==> src/rtl/control_setare_if.sv <==
// Bus between the button/clock datapath and the control_setare setting controller.
interface control_setare_if;
   logic       scurt_1, scurt_2, scurt_3;
   logic       lung_1, lung_2, lung_3;
   logic       suna;
   logic [4:0] cur_ora, alarm_ora;
   logic [5:0] cur_min, alarm_min;
   logic [2:0] mod;
   logic [4:0] ed_ora;
   logic [5:0] ed_min;
   logic       load_time, load_alarm, alarm_en, stop_alarm;

   modport master (
      output scurt_1, scurt_2, scurt_3, lung_1, lung_2, lung_3, suna,
             cur_ora, cur_min, alarm_ora, alarm_min,
      input  mod, ed_ora, ed_min, load_time, load_alarm, alarm_en, stop_alarm
   );

   modport slave (
      input  scurt_1, scurt_2, scurt_3, lung_1, lung_2, lung_3, suna,
             cur_ora, cur_min, alarm_ora, alarm_min,
      output mod, ed_ora, ed_min, load_time, load_alarm, alarm_en, stop_alarm
   );
endinterface

==> src/rtl/control_setare.sv <==
// Button-driven time/alarm setting controller for the alarm clock.
// Optional idle abort in set states enabled by defining SETARE_TIMEOUT_EN.
module control_setare #(
   parameter logic [15:0] TIMEOUT_CYC = 16'd60000
) (
   input logic             clock,
   input logic             reset,
   control_setare_if.slave bus
);
   localparam int unsigned ORA_W = 5;
   localparam int unsigned MIN_W = 6;
   localparam int unsigned CNT_W = 16;
   localparam logic [ORA_W-1:0] ORA_MAX = 5'd23;
   localparam logic [MIN_W-1:0] MIN_MAX = 6'd59;

   localparam logic [2:0] NORMAL = 3'd0;
   localparam logic [2:0] T_ORA  = 3'd1;
   localparam logic [2:0] T_MIN  = 3'd2;
   localparam logic [2:0] A_ORA  = 3'd3;
   localparam logic [2:0] A_MIN  = 3'd4;

   localparam logic [2:0] ACT_NONE = 3'd0;
   localparam logic [2:0] ACT_L1   = 3'd1;
   localparam logic [2:0] ACT_L2   = 3'd2;
   localparam logic [2:0] ACT_L3   = 3'd3;
   localparam logic [2:0] ACT_S1   = 3'd4;
   localparam logic [2:0] ACT_S2   = 3'd5;
   localparam logic [2:0] ACT_S3   = 3'd6;

   logic [2:0]       state_q, state_d;
   logic [ORA_W-1:0] ora_q, ora_d;
   logic [MIN_W-1:0] min_q, min_d;
   logic             en_q, en_d;
   logic             lt_q, lt_d, la_q, la_d, sa_q, sa_d;
   logic [2:0]       act;
   logic             timeout_c;

   function automatic logic [ORA_W-1:0] clamp_ora(input logic [ORA_W-1:0] v);
      return (v > ORA_MAX) ? '0 : v;
   endfunction

   function automatic logic [MIN_W-1:0] clamp_min(input logic [MIN_W-1:0] v);
      return (v > MIN_MAX) ? '0 : v;
   endfunction

   // Single winning action per cycle: long before short, lower button first.
   always_comb begin
      act = ACT_NONE;
      if      (bus.lung_1)  act = ACT_L1;
      else if (bus.lung_2)  act = ACT_L2;
      else if (bus.lung_3)  act = ACT_L3;
      else if (bus.scurt_1) act = ACT_S1;
      else if (bus.scurt_2) act = ACT_S2;
      else if (bus.scurt_3) act = ACT_S3;
   end

`ifdef SETARE_TIMEOUT_EN
   logic [CNT_W-1:0] cnt_q, cnt_d;

   // Idle counter only advances in a set state with no pulse at all.
   always_comb begin
      cnt_d     = '0;
      timeout_c = 1'b0;
      if (state_q != NORMAL && act == ACT_NONE) begin
         if (cnt_q == TIMEOUT_CYC - 16'd1) timeout_c = 1'b1;
         else                              cnt_d = cnt_q + CNT_W'(1);
      end
   end

   always_ff @(posedge clock) begin
      if (reset) cnt_q <= '0;
      else       cnt_q <= cnt_d;
   end
`else
   logic unused_timeout;
   assign unused_timeout = ^{TIMEOUT_CYC, CNT_W'(0)};
   assign timeout_c      = 1'b0;
`endif

   // Next-state and registered-output computation.
   always_comb begin
      state_d = state_q;
      ora_d   = ora_q;
      min_d   = min_q;
      en_d    = en_q;
      lt_d    = 1'b0;
      la_d    = 1'b0;
      sa_d    = 1'b0;
      case (state_q)
         NORMAL: begin
            if (bus.suna) begin
               sa_d = (act != ACT_NONE);
            end else begin
               case (act)
                  ACT_L1: begin
                     state_d = T_ORA;
                     ora_d   = clamp_ora(bus.cur_ora);
                     min_d   = clamp_min(bus.cur_min);
                  end
                  ACT_L2: begin
                     state_d = A_ORA;
                     ora_d   = clamp_ora(bus.alarm_ora);
                     min_d   = clamp_min(bus.alarm_min);
                  end
                  ACT_S3:  en_d = ~en_q;
                  default: ;
               endcase
            end
         end
         T_ORA, A_ORA: begin
            case (act)
               ACT_L1:  state_d = NORMAL;
               ACT_S1:  state_d = (state_q == T_ORA) ? T_MIN : A_MIN;
               ACT_S2:  ora_d = (ora_q >= ORA_MAX) ? '0 : ora_q + ORA_W'(1);
               ACT_S3:  ora_d = (ora_q == '0) ? ORA_MAX : ora_q - ORA_W'(1);
               default: if (timeout_c) state_d = NORMAL;
            endcase
         end
         T_MIN, A_MIN: begin
            case (act)
               ACT_L1: state_d = NORMAL;
               ACT_S1: begin
                  state_d = NORMAL;
                  lt_d    = (state_q == T_MIN);
                  la_d    = (state_q == A_MIN);
                  if (state_q == A_MIN) en_d = 1'b1;
               end
               ACT_S2:  min_d = (min_q >= MIN_MAX) ? '0 : min_q + MIN_W'(1);
               ACT_S3:  min_d = (min_q == '0) ? MIN_MAX : min_q - MIN_W'(1);
               default: if (timeout_c) state_d = NORMAL;
            endcase
         end
         default: state_d = NORMAL;
      endcase
   end

   always_ff @(posedge clock) begin
      if (reset) begin
         state_q <= NORMAL;
         ora_q   <= '0;
         min_q   <= '0;
         en_q    <= 1'b0;
         lt_q    <= 1'b0;
         la_q    <= 1'b0;
         sa_q    <= 1'b0;
      end else begin
         state_q <= state_d;
         ora_q   <= ora_d;
         min_q   <= min_d;
         en_q    <= en_d;
         lt_q    <= lt_d;
         la_q    <= la_d;
         sa_q    <= sa_d;
      end
   end

   assign bus.mod        = state_q;
   assign bus.ed_ora     = ora_q;
   assign bus.ed_min     = min_q;
   assign bus.alarm_en   = en_q;
   assign bus.load_time  = lt_q;
   assign bus.load_alarm = la_q;
   assign bus.stop_alarm = sa_q;
endmodule

==> src/flat_wrapper.sv <==
// flat-port wrapper written by rule: the top's interface ports become plain ports
module control_setare_flat 
#(
   parameter logic [15:0] TIMEOUT_CYC = 16'd60000
)
  (clock, reset, bus_scurt_1, bus_scurt_2, bus_scurt_3, bus_lung_1, bus_lung_2, bus_lung_3, bus_suna, bus_cur_ora, bus_cur_min, bus_alarm_ora, bus_alarm_min, bus_mod, bus_ed_ora, bus_ed_min, bus_load_time, bus_load_alarm, bus_alarm_en, bus_stop_alarm);
  control_setare_if bus_i ();
  input logic clock;
  input logic reset;
  input wire logic [$bits(bus_i.scurt_1)-1:0] bus_scurt_1;
  input wire logic [$bits(bus_i.scurt_2)-1:0] bus_scurt_2;
  input wire logic [$bits(bus_i.scurt_3)-1:0] bus_scurt_3;
  input wire logic [$bits(bus_i.lung_1)-1:0] bus_lung_1;
  input wire logic [$bits(bus_i.lung_2)-1:0] bus_lung_2;
  input wire logic [$bits(bus_i.lung_3)-1:0] bus_lung_3;
  input wire logic [$bits(bus_i.suna)-1:0] bus_suna;
  input wire logic [$bits(bus_i.cur_ora)-1:0] bus_cur_ora;
  input wire logic [$bits(bus_i.cur_min)-1:0] bus_cur_min;
  input wire logic [$bits(bus_i.alarm_ora)-1:0] bus_alarm_ora;
  input wire logic [$bits(bus_i.alarm_min)-1:0] bus_alarm_min;
  output wire logic [$bits(bus_i.mod)-1:0] bus_mod;
  output wire logic [$bits(bus_i.ed_ora)-1:0] bus_ed_ora;
  output wire logic [$bits(bus_i.ed_min)-1:0] bus_ed_min;
  output wire logic [$bits(bus_i.load_time)-1:0] bus_load_time;
  output wire logic [$bits(bus_i.load_alarm)-1:0] bus_load_alarm;
  output wire logic [$bits(bus_i.alarm_en)-1:0] bus_alarm_en;
  output wire logic [$bits(bus_i.stop_alarm)-1:0] bus_stop_alarm;
  assign bus_i.scurt_1 = bus_scurt_1;
  assign bus_i.scurt_2 = bus_scurt_2;
  assign bus_i.scurt_3 = bus_scurt_3;
  assign bus_i.lung_1 = bus_lung_1;
  assign bus_i.lung_2 = bus_lung_2;
  assign bus_i.lung_3 = bus_lung_3;
  assign bus_i.suna = bus_suna;
  assign bus_i.cur_ora = bus_cur_ora;
  assign bus_i.cur_min = bus_cur_min;
  assign bus_i.alarm_ora = bus_alarm_ora;
  assign bus_i.alarm_min = bus_alarm_min;
  assign bus_mod = bus_i.mod;
  assign bus_ed_ora = bus_i.ed_ora;
  assign bus_ed_min = bus_i.ed_min;
  assign bus_load_time = bus_i.load_time;
  assign bus_load_alarm = bus_i.load_alarm;
  assign bus_alarm_en = bus_i.alarm_en;
  assign bus_stop_alarm = bus_i.stop_alarm;
  control_setare #(.TIMEOUT_CYC(TIMEOUT_CYC)) u_core (.clock(clock), .reset(reset), .bus(bus_i));
endmodule
==> config.mk <==
export PLATFORM = sky130hd
export DESIGN_NAME = control_setare_flat
export DESIGN_NICKNAME = d
export VERILOG_FILES = /design/src/rtl/control_setare_if.sv /design/src/rtl/control_setare.sv /design/src/flat_wrapper.sv
export SDC_FILE = /design/constraint.sdc
export NUM_CORES = 1
export LEC_CHECK = 0
export ABC_AREA = 1
export CAP_MARGIN = 20
export CORE_MARGIN = 2
export CORE_UTILIZATION = 30
export CTS_BUF_LIST = sky130_fd_sc_hd__clkbuf_4
export DETAILED_ROUTE_END_ITERATION = 7
export SYNTH_ARGS = -nofsm -noshare
export SYNTH_HDL_FRONTEND = slang
export SYNTH_SLANG_ARGS = --single-unit
==> constraint.sdc <==
create_clock -name clock -period 2.4 [get_ports clock]
set_clock_uncertainty 0.2 [all_clocks]
set_input_delay 0.6 -clock clock [delete_from_list [all_inputs] [get_ports clock]]
set_output_delay 0.6 -clock clock [all_outputs]
set_load 0.05 [all_outputs]
## Yosys cells after proc, flatten, opt, wreduce, memory -nomap -nowiden

Index checks and enable logic that the tools add are counted.

| operators by class | value |
|---|---|
| add/sub/neg operators | 4 |
| multiply operators | 0 |
| div/mod/pow operators | 0 |
| $lt $le $gt $ge | 6 |
| equal/unequal tests | 18 |
| shift-type cells | 0 |
| multiplexer cells | 33 |
| bitwise operators | 5 |
| reduce and logical (&&, ||, !) cells | 15 |

Operators with widths:

| kind | number |
|---|---|
| one-hot mux 6 bit (2 select lines) | 3 |
| 2-to-1 mux 6 bit | 5 |
| one-hot mux 5 bit (2 select lines) | 3 |
| 2-to-1 mux 3 bit | 9 |
| 2-to-1 mux 5 bit | 5 |
| equality test 3 bit, second input constant | 4 |
| greater-than comparator 6 bit, second input constant | 2 |
| one-hot mux 3 bit (2 select lines) | 2 |
| AND reduction 4 bit | 3 |
| greater-than comparator 5 bit, second input constant | 2 |
| equality test 3 x 2 -> 1 bit, second input constant | 3 |
| != test 3 x 1 -> 1 bit, second input constant | 3 |
| one-hot mux 3 bit (3 select lines) | 1 |
| adder 6 x 1 -> 6 bit, second input constant | 1 |
| equality test 3 x 1 -> 1 bit, second input constant | 2 |
| >= comparator 6 bit, second input constant | 1 |
| logical NOT 6 bit | 1 |
| != test 2 x 1 -> 1 bit, second input constant | 3 |
| OR reduction 2 bit | 3 |
| OR reduction 3 bit | 2 |
| subtractor 6 x 1 -> 6 bit, second input constant | 1 |
| adder 5 x 1 -> 5 bit, second input constant | 1 |
| >= comparator 5 bit, second input constant | 1 |
| logical NOT 5 bit | 1 |
| other kinds (10) | 19 |

| word-level totals | value |
|---|---|
| register bits | 18 |
| latch bits | 0 |
| RAM bits | 0 |
| memory bits (read-only) | 0 |
| input bits | 31 |
| output and inout port bits | 18 |
| word-level logic and storage cells | 88 |
| memories | 0 |

## Longest topological paths before layout

Gate-level depths: netlist of the first run.

| logic depth | value |
|---|---|
| depth in word-level cells | 10 |
| gate-level depth with buffers | 12 |
| depth with buffers taken out | 12 |

## Least setup slack after synthesis of the first run

Ideal clock, no wire load.

| path | value |
|---|---|
| path kind | reg2reg |
| start point | register u_core.min_q[1] (netlist: u_core.bus.ed_min[1]) |
| end point | register u_core.min_q[3] (netlist: u_core.bus.ed_min[3]) |
| library setup time | 0.111 ns |
| arrival time | 1.729 ns |
| slack | 0.360 ns |
| cell stages (with the launch flop) | 11 |
| buffers on the path | 0 |
| clock period less this slack | 2.040 ns |
| cells stage by stage | dfxtp_1 ha_1 nor2_1 nor3_1 inv_1 nand3_1 nand2_1 nand3_1 nand2_1 nor2_1 nor2_1 |

| on the way | value |
|---|---|
| longest elaborated chain between the ends | 4 |
| elaborated cells between the ends (all ways) | 8 |

RTL lines:

| what | RTL line | RTL |
|---|---|---|
| from (decl) | control_setare.sv:32 | `logic [MIN_W-1:0] min_q, min_d;` |
| from (signal assigned) | control_setare.sv:149 | `min_q <= min_d;` |
| subtractor 6 x 1 -> 6 bit (tied with other cells) | control_setare.sv:129 | `ACT_S3: min_d = (min_q == '0) ? MIN_MAX : min_q - MIN_W'(1);` |
| 2-to-1 mux 6 bit, on equally long branches | control_setare.sv:129, control_setare.sv:128 |  |
| one-hot mux 6 bit (2 select lines) (*) | control_setare.sv:120 | `case (act)` |
| one-hot mux 6 bit (2 select lines) (*) | control_setare.sv:89 | `case (state_q)` |

Mark *: on every way between the ends. The rest lies on a longest branch, timed or not.
A chain may end at the register's enable or synchronous reset.

## Worst setup path in the final report of the first run

| path | value |
|---|---|
| start point | register u_core.min_q[5] (netlist: u_core.bus.ed_min[5]) |
| end point | output bus_ed_min[5] |

RTL lines:

| what | RTL line | RTL |
|---|---|---|
| to (decl) | flat_wrapper.sv:23 | `output wire logic [$bits(bus_i.ed_min)-1:0] bus_ed_min;` |

No word-level cell between the ends.

==> results.cfg, run 1 <==
[status]
run_status = completed

[clocking]
path_clk_slew_ns = 0.11
cts_hold_buf = 0
clk_latency_ns = 0.29
cts_tree = built
postCtsSetupRepairBufs = 0
cts_max_level = 1
cts-resized-gates = 0
clockBufferDepth = 2
cts_root_buf = clkbuf_4
cts.sinks = 18
numCtsBuffers = 3

[cells_and_area]
fin_cells = 509
area_growth_pct = 34.4
fin_area_um2 = 2690
n_antenna_cell = 0
final_util_pct = 42.1
drive_above_1_share_pct = 13.7
layout.nets = 470

[logic_synthesis]
synth-seq-area-share_pct = 18.0
syn_avg_cell_area_um2 = 5.46
synth_ff_type = dfxtp_1
synth_cell_type_count = 27
syn-cell-area_um2 = 2000
yosys-top-cells-count = nand2_1 (131), nor2_1 (64), inv_1 (54)
synth_cells = 366
synth_edf_count = 0
synth_top_area_share_pct = 24.6
ys_ff_latch = 18
yosys-top-cells-area = nand2_1 (25%), dfxtp_1 (18%), nor2_1 (12%), inv_1 (10%), nand3_1 (7.5%)
synth.most_common_cell = nand2_1
ys_warn_count = 0
synth_area_leader_cell = nand2_1
async_reset_ff_share_pct = 0
synth_nets = 402

[die]
rows = 29
fp.coreArea_um2 = 6390
io_pins = 49
die_y_um = 85.6
start_util_pct = 31.3
die_w_um = 85.6
dieArea_um2 = 7330

[placement]
hpwl_mm = 4.41
dp_cells = 506
io_buffers = 48
place_congestion = 0.902
pre_cts_ws_ns = -0.177
placed_area_um2 = 2660

[critical_path]
r2r_end = u_core.bus.ed_min[4]
setup.worst_path.class = reg2out
critPathLaunchType = flip-flop
cp_slowest_cell = clkdlybuf4s50_1
worst-r2r-cell-count = 10
crit_required_ns = 1.60
critical_path_buf_inv_count = 1
cp_data_arrival_time_ns = 1.53
crit_path_end_kind = primary output
worstReg2RegStart = u_core.bus.ed_min[0]
r2r_slack_ns = 0.30
crit_family = buffers and inverters
max_stage_delay_ns = 0.83
crit_chain = clkdlybuf4s50_1
path_max_fanout = 5

[global_routing]
track_usage_pct = 14.9
grt_pass1_vias = 2099
grt_max_degree = 12
grt_overflow = 0
grt_pass1_wl_mm = 9.11
antenna_found_initial = 0

[detailed_routing]
vias = 2329
wl_per_cell_um = 10.7
drc = 0
wirelength_mm = 5.43
drt_iter0_markers = 72
ant_nets = 0
drt-vias-per-instance = 4.58
dr.pass1.iters = 4

[sta]
hold_violations = 0
min_period_ns = 2.33
setup_viol = 0
relSlewSlack_pct = 66.3
finalCritPeriodShare_pct = 97.2
rsz0062_at_grt = false
whs_ns = 0.334
fmaxAchievable_mhz = 429
slew_viol_final = 0
worst_pin_slew_ns = 0.501
setup_tns_ns = 0
worst_slack_ns = 0.0672

[worst_hold_path]
hp-class = reg2reg
hp-start = u_core.bus.alarm_en
whs_path_depth = 2
min_to = u_core.bus.alarm_en

[pwr]
p_total_mw = 2.86
power.density_nw_per_um2 = 1070
ir_drop_uv = 723
leakage_nw = 1.44

[run]
cap_viol_max_count = 0
-- placed cells by master, fill, tap and decap left out --
cell type,count
nand2_1,131
nor2_1,64
inv_1,54
clkdlybuf4s50_1,35
buf_4,34
nand3_1,30
dfxtp_1,18
o21ai_0,10
a21oi_1,7
nand4_1,6
nor3_1,5
ha_1,5
nand3_2,4
nand3_4,4
nor2_4,3
nand2_4,3
inv_2,3
xor2_1,3
clkbuf_4,3
nand2_2,2
o22ai_1,2
xnor2_1,2
nor2_2,1
a21oi_4,1
nor2_8,1
nor4_1,1
-- final cells by class --
| class | instances | area, µm² |
|---|---|---|
| Multi-Input combinational cell | 285 | 1390 |
| Tap cell | 77 | 96.3 |
| Sequential cell | 18 | 360 |
| Inverter | 57 | 214 |
| Clock buffer | 3 | 22.5 |
| Timing Repair Buffer | 69 | 606 |
| Fill cell | 719 | 3700 |
-- where the power goes --
group | internal [mW] | switching, mW
logic | 0.732 | 1.40
registers | 0.411 | 0.165
clock network | 0.0584 | 0.0977
-- flip-flops by register name, summed over array words and instances, names as in the netlist --
| signal | cells |
|---|---|
| u_core.bus.mod | 3 |
| u_core.bus.stop_alarm | 1 |
| u_core.bus.ed_ora | 5 |
| u_core.bus.load_time | 1 |
| u_core.bus.alarm_en | 1 |
| u_core.bus.load_alarm | 1 |
| u_core.bus.ed_min | 6 |
-- worst reg2reg max path, cell delays in order, from the launching register on --
cell and delay (ns):
dfxtp_1 0.49, ha_1 0.23, nor2_1 0.06, nor3_1 0.39, inv_1 0.14, nand2_1 0.10, nand2_1 0.05, nand3_1 0.10
nand2_1 0.06, nor2_1 0.14, nor2_1 0.06
-- worst max path at each step --
| stage | from | to | slack (ns) | cells past startpoint |
|---|---|---|---|---|
| 5_1_grt | u_core.bus.ed_min[5] | bus_ed_min[5] | 0.006 | 1 |
| 3_3_place_gp | bus_scurt_1 | u_core.bus.ed_min[4] | -0.13 | 11 |
| 6_report | u_core.bus.ed_min[5] | bus_ed_min[5] | 0.07 | 1 |
| 2_1_floorplan | u_core.bus.ed_min[1] | u_core.bus.ed_min[3] | 0.36 | 10 |
| 3_5_place_dp | bus_scurt_1 | u_core.bus.ed_min[4] | -0.18 | 11 |
| 4_1_cts | u_core.bus.ed_min[5] | bus_ed_min[5] | 0.05 | 1 |
-- logic make-up after synthesis --
group / synth area share [%]
buffers and inverters: 12.6
flip-flops: 18.0
AND/OR/NAND/NOR: 58.4
adder cells (fa/ha/maj): 3.13
XOR/XNOR: 2.19
AO/OA/AOI/OAI: 5.69
-- routing by layer --
layer	global-route usage, %	wire length (µm)
met4	1.73	30
met3	2.79	219
met1	18.7	2480
met5	0	0
met2	27.3	2690
No activity file was read; power rests on OpenSTA's default activity.
==> run 2: changes to the inputs <==
--- a/config.mk
+++ b/config.mk
@@ -11,6 +11,7 @@
 export CORE_UTILIZATION = 30
 export CTS_BUF_LIST = sky130_fd_sc_hd__clkbuf_4
 export DETAILED_ROUTE_END_ITERATION = 7
+export GPL_ROUTABILITY_DRIVEN = 0
 export SYNTH_ARGS = -nofsm -noshare
 export SYNTH_HDL_FRONTEND = slang
 export SYNTH_SLANG_ARGS = --single-unit
==> results of run 2 <==
The final DEF is identical to that of run 1; final timing and power are the same.
==> run 3: changes to the inputs <==
--- a/config.mk
+++ b/config.mk
@@ -7,7 +7,7 @@
 export LEC_CHECK = 0
 export ABC_AREA = 1
 export CAP_MARGIN = 20
-export CORE_MARGIN = 2
+export CORE_MARGIN = 1
 export CORE_UTILIZATION = 30
 export CTS_BUF_LIST = sky130_fd_sc_hd__clkbuf_4
 export DETAILED_ROUTE_END_ITERATION = 7
==> results.cfg, run 3 (synthesis gave the netlist of run 1 again) <==
[detailed_routing]
drt_iter0_markers = 80
wl_per_cell_um = 10.6
vias = 2308
drc = 0
wirelength_mm = 5.42
ant_nets = 0
dr.pass1.iters = 4
drt-vias-per-instance = 4.53

[die]
dieArea_um2 = 6990
die_w_um = 83.6
io_pins = 49
die_y_um = 83.6
rows = 29
fp.coreArea_um2 = 6390
start_util_pct = 31.3

[sta]
hold_violations = 0
slew_viol_final = 0
min_period_ns = 2.36
rsz0062_at_grt = false
fmaxAchievable_mhz = 424
worst_pin_slew_ns = 0.571
setup_viol = 0
finalCritPeriodShare_pct = 98.2
relSlewSlack_pct = 61.6

[cells_and_area]
n_antenna_cell = 0
fin_area_um2 = 2700
largest_reg_flops = 6
layout_common_cells = nand2_1 (131), nor2_1 (64), inv_1 (54)
fin_cells = 509
layout_commonest_cell = nand2_1
drive_above_1_share_pct = 13.2
area_growth_pct = 34.9
layout.nets = 469

[critical_path]
setup.worst_path.class = reg2out
cp_slowest_cell = clkdlybuf4s50_1
path_max_fanout = 5
cp_data_arrival_time_ns = 1.56
crit_required_ns = 1.60
critPathLaunchType = flip-flop
crit_path_end_kind = primary output
crit_chain = clkdlybuf4s50_1
critical_path_buf_inv_count = 1
max_stage_delay_ns = 0.83
crit_family = buffers and inverters

[global_routing]
antenna_found_initial = 0
grt_max_degree = 12
track_usage_pct = 15.8
grt_pass1_vias = 2116
grt_pass1_wl_mm = 9.38
grt_overflow = 0

[clocking]
cts.sinks = 18
numCtsBuffers = 3
cts_root_buf = clkbuf_4
cts-resized-gates = 0
path_clk_slew_ns = 0.11
clockBufferDepth = 2
postCtsSetupRepairBufs = 0
cts_hold_buf = 0
cts_max_level = 1
clk_latency_ns = 0.30
cts_tree = built

[pwr]
leakage_nw = 1.44
power.density_nw_per_um2 = 1070
ir_drop_uv = 738

[placement]
hpwl_mm = 4.26
dp_cells = 505
io_buffers = 48
placed_area_um2 = 2670

[run]
cap_viol_max_count = 0

[worst_hold_path]
hp-class = reg2reg

[status]
run_status = completed
## run 3: changes by cell type in the layout (fill, tap and decap cells not counted), sizes merged
cell and change:
buf -2, clkdlybuf4s50 +1, clkinv +1
## run 3: final timing paths
path | from | endpoint | slack, ns | cells past startpoint
setup reg to reg | u_core.bus.ed_min[0] | u_core.bus.ed_min[2] | 0.39 | 9
setup / recovery | u_core.bus.ed_min[5] | bus_ed_min[5] | 0.04 | 1
hold reg to reg | u_core.bus.alarm_en | u_core.bus.alarm_en | 0.33 | 2
hold / removal | u_core.bus.alarm_en | u_core.bus.alarm_en | 0.33 | 2
## run 3: area by class of cell
type	instances	area (µm²)
Inverter	57	214
Sequential cell	18	360
Clock inverter	1	3.75
Tap cell	77	96.3
Clock buffer	3	22.5
Multi-Input combinational cell	285	1390
Timing Repair Buffer	68	613
Fill cell	692	3690
## run 3: per-stage QoR
| step | hold WS (ns) | setup WS (ns) | utilization [%] | setup TNS (ns) | total power [mW] |
|---|---|---|---|---|---|
| 3_3_place_gp | 0.312 | -0.0969 | 41.8 | -0.468 | 2.72 |
| 3_5_place_dp | 0.312 | -0.113 | 41.8 | -0.634 | 2.73 |
| 4_1_cts | 0.338 | 0.0397 | 42.2 | 0 | 2.90 |
| 5_1_grt | 0.362 | 0.000857 | 42.2 | 0 | 3.20 |
| 6_report | 0.335 | 0.0443 | 42.2 | 0 | 2.90 |
| 2_1_floorplan | 0.469 | 0.360 | - | 0 | 2.18 |
## run 3: report_power, final
group | internal [mW] | leakage, nW | switching (mW)
Clock | 0.0607 | 0.0154 | 0.106
Sequential | 0.411 | 0.148 | 0.171
Combinational | 0.735 | 1.28 | 1.41
## run 3: metal layers
layer | share of wire, % | routed length (µm) | track usage [%] | up-vias
met5 | 0 | 0 | 0 | -
met1 | 46 | 2510 | 20.3 | 1002
met2 | 48 | 2620 | 28.3 | 54
met3 | 5.2 | 281 | 2.97 | 0
li1 | - | - | - | 1252
met4 | 0 | 0 | 1.69 | 0
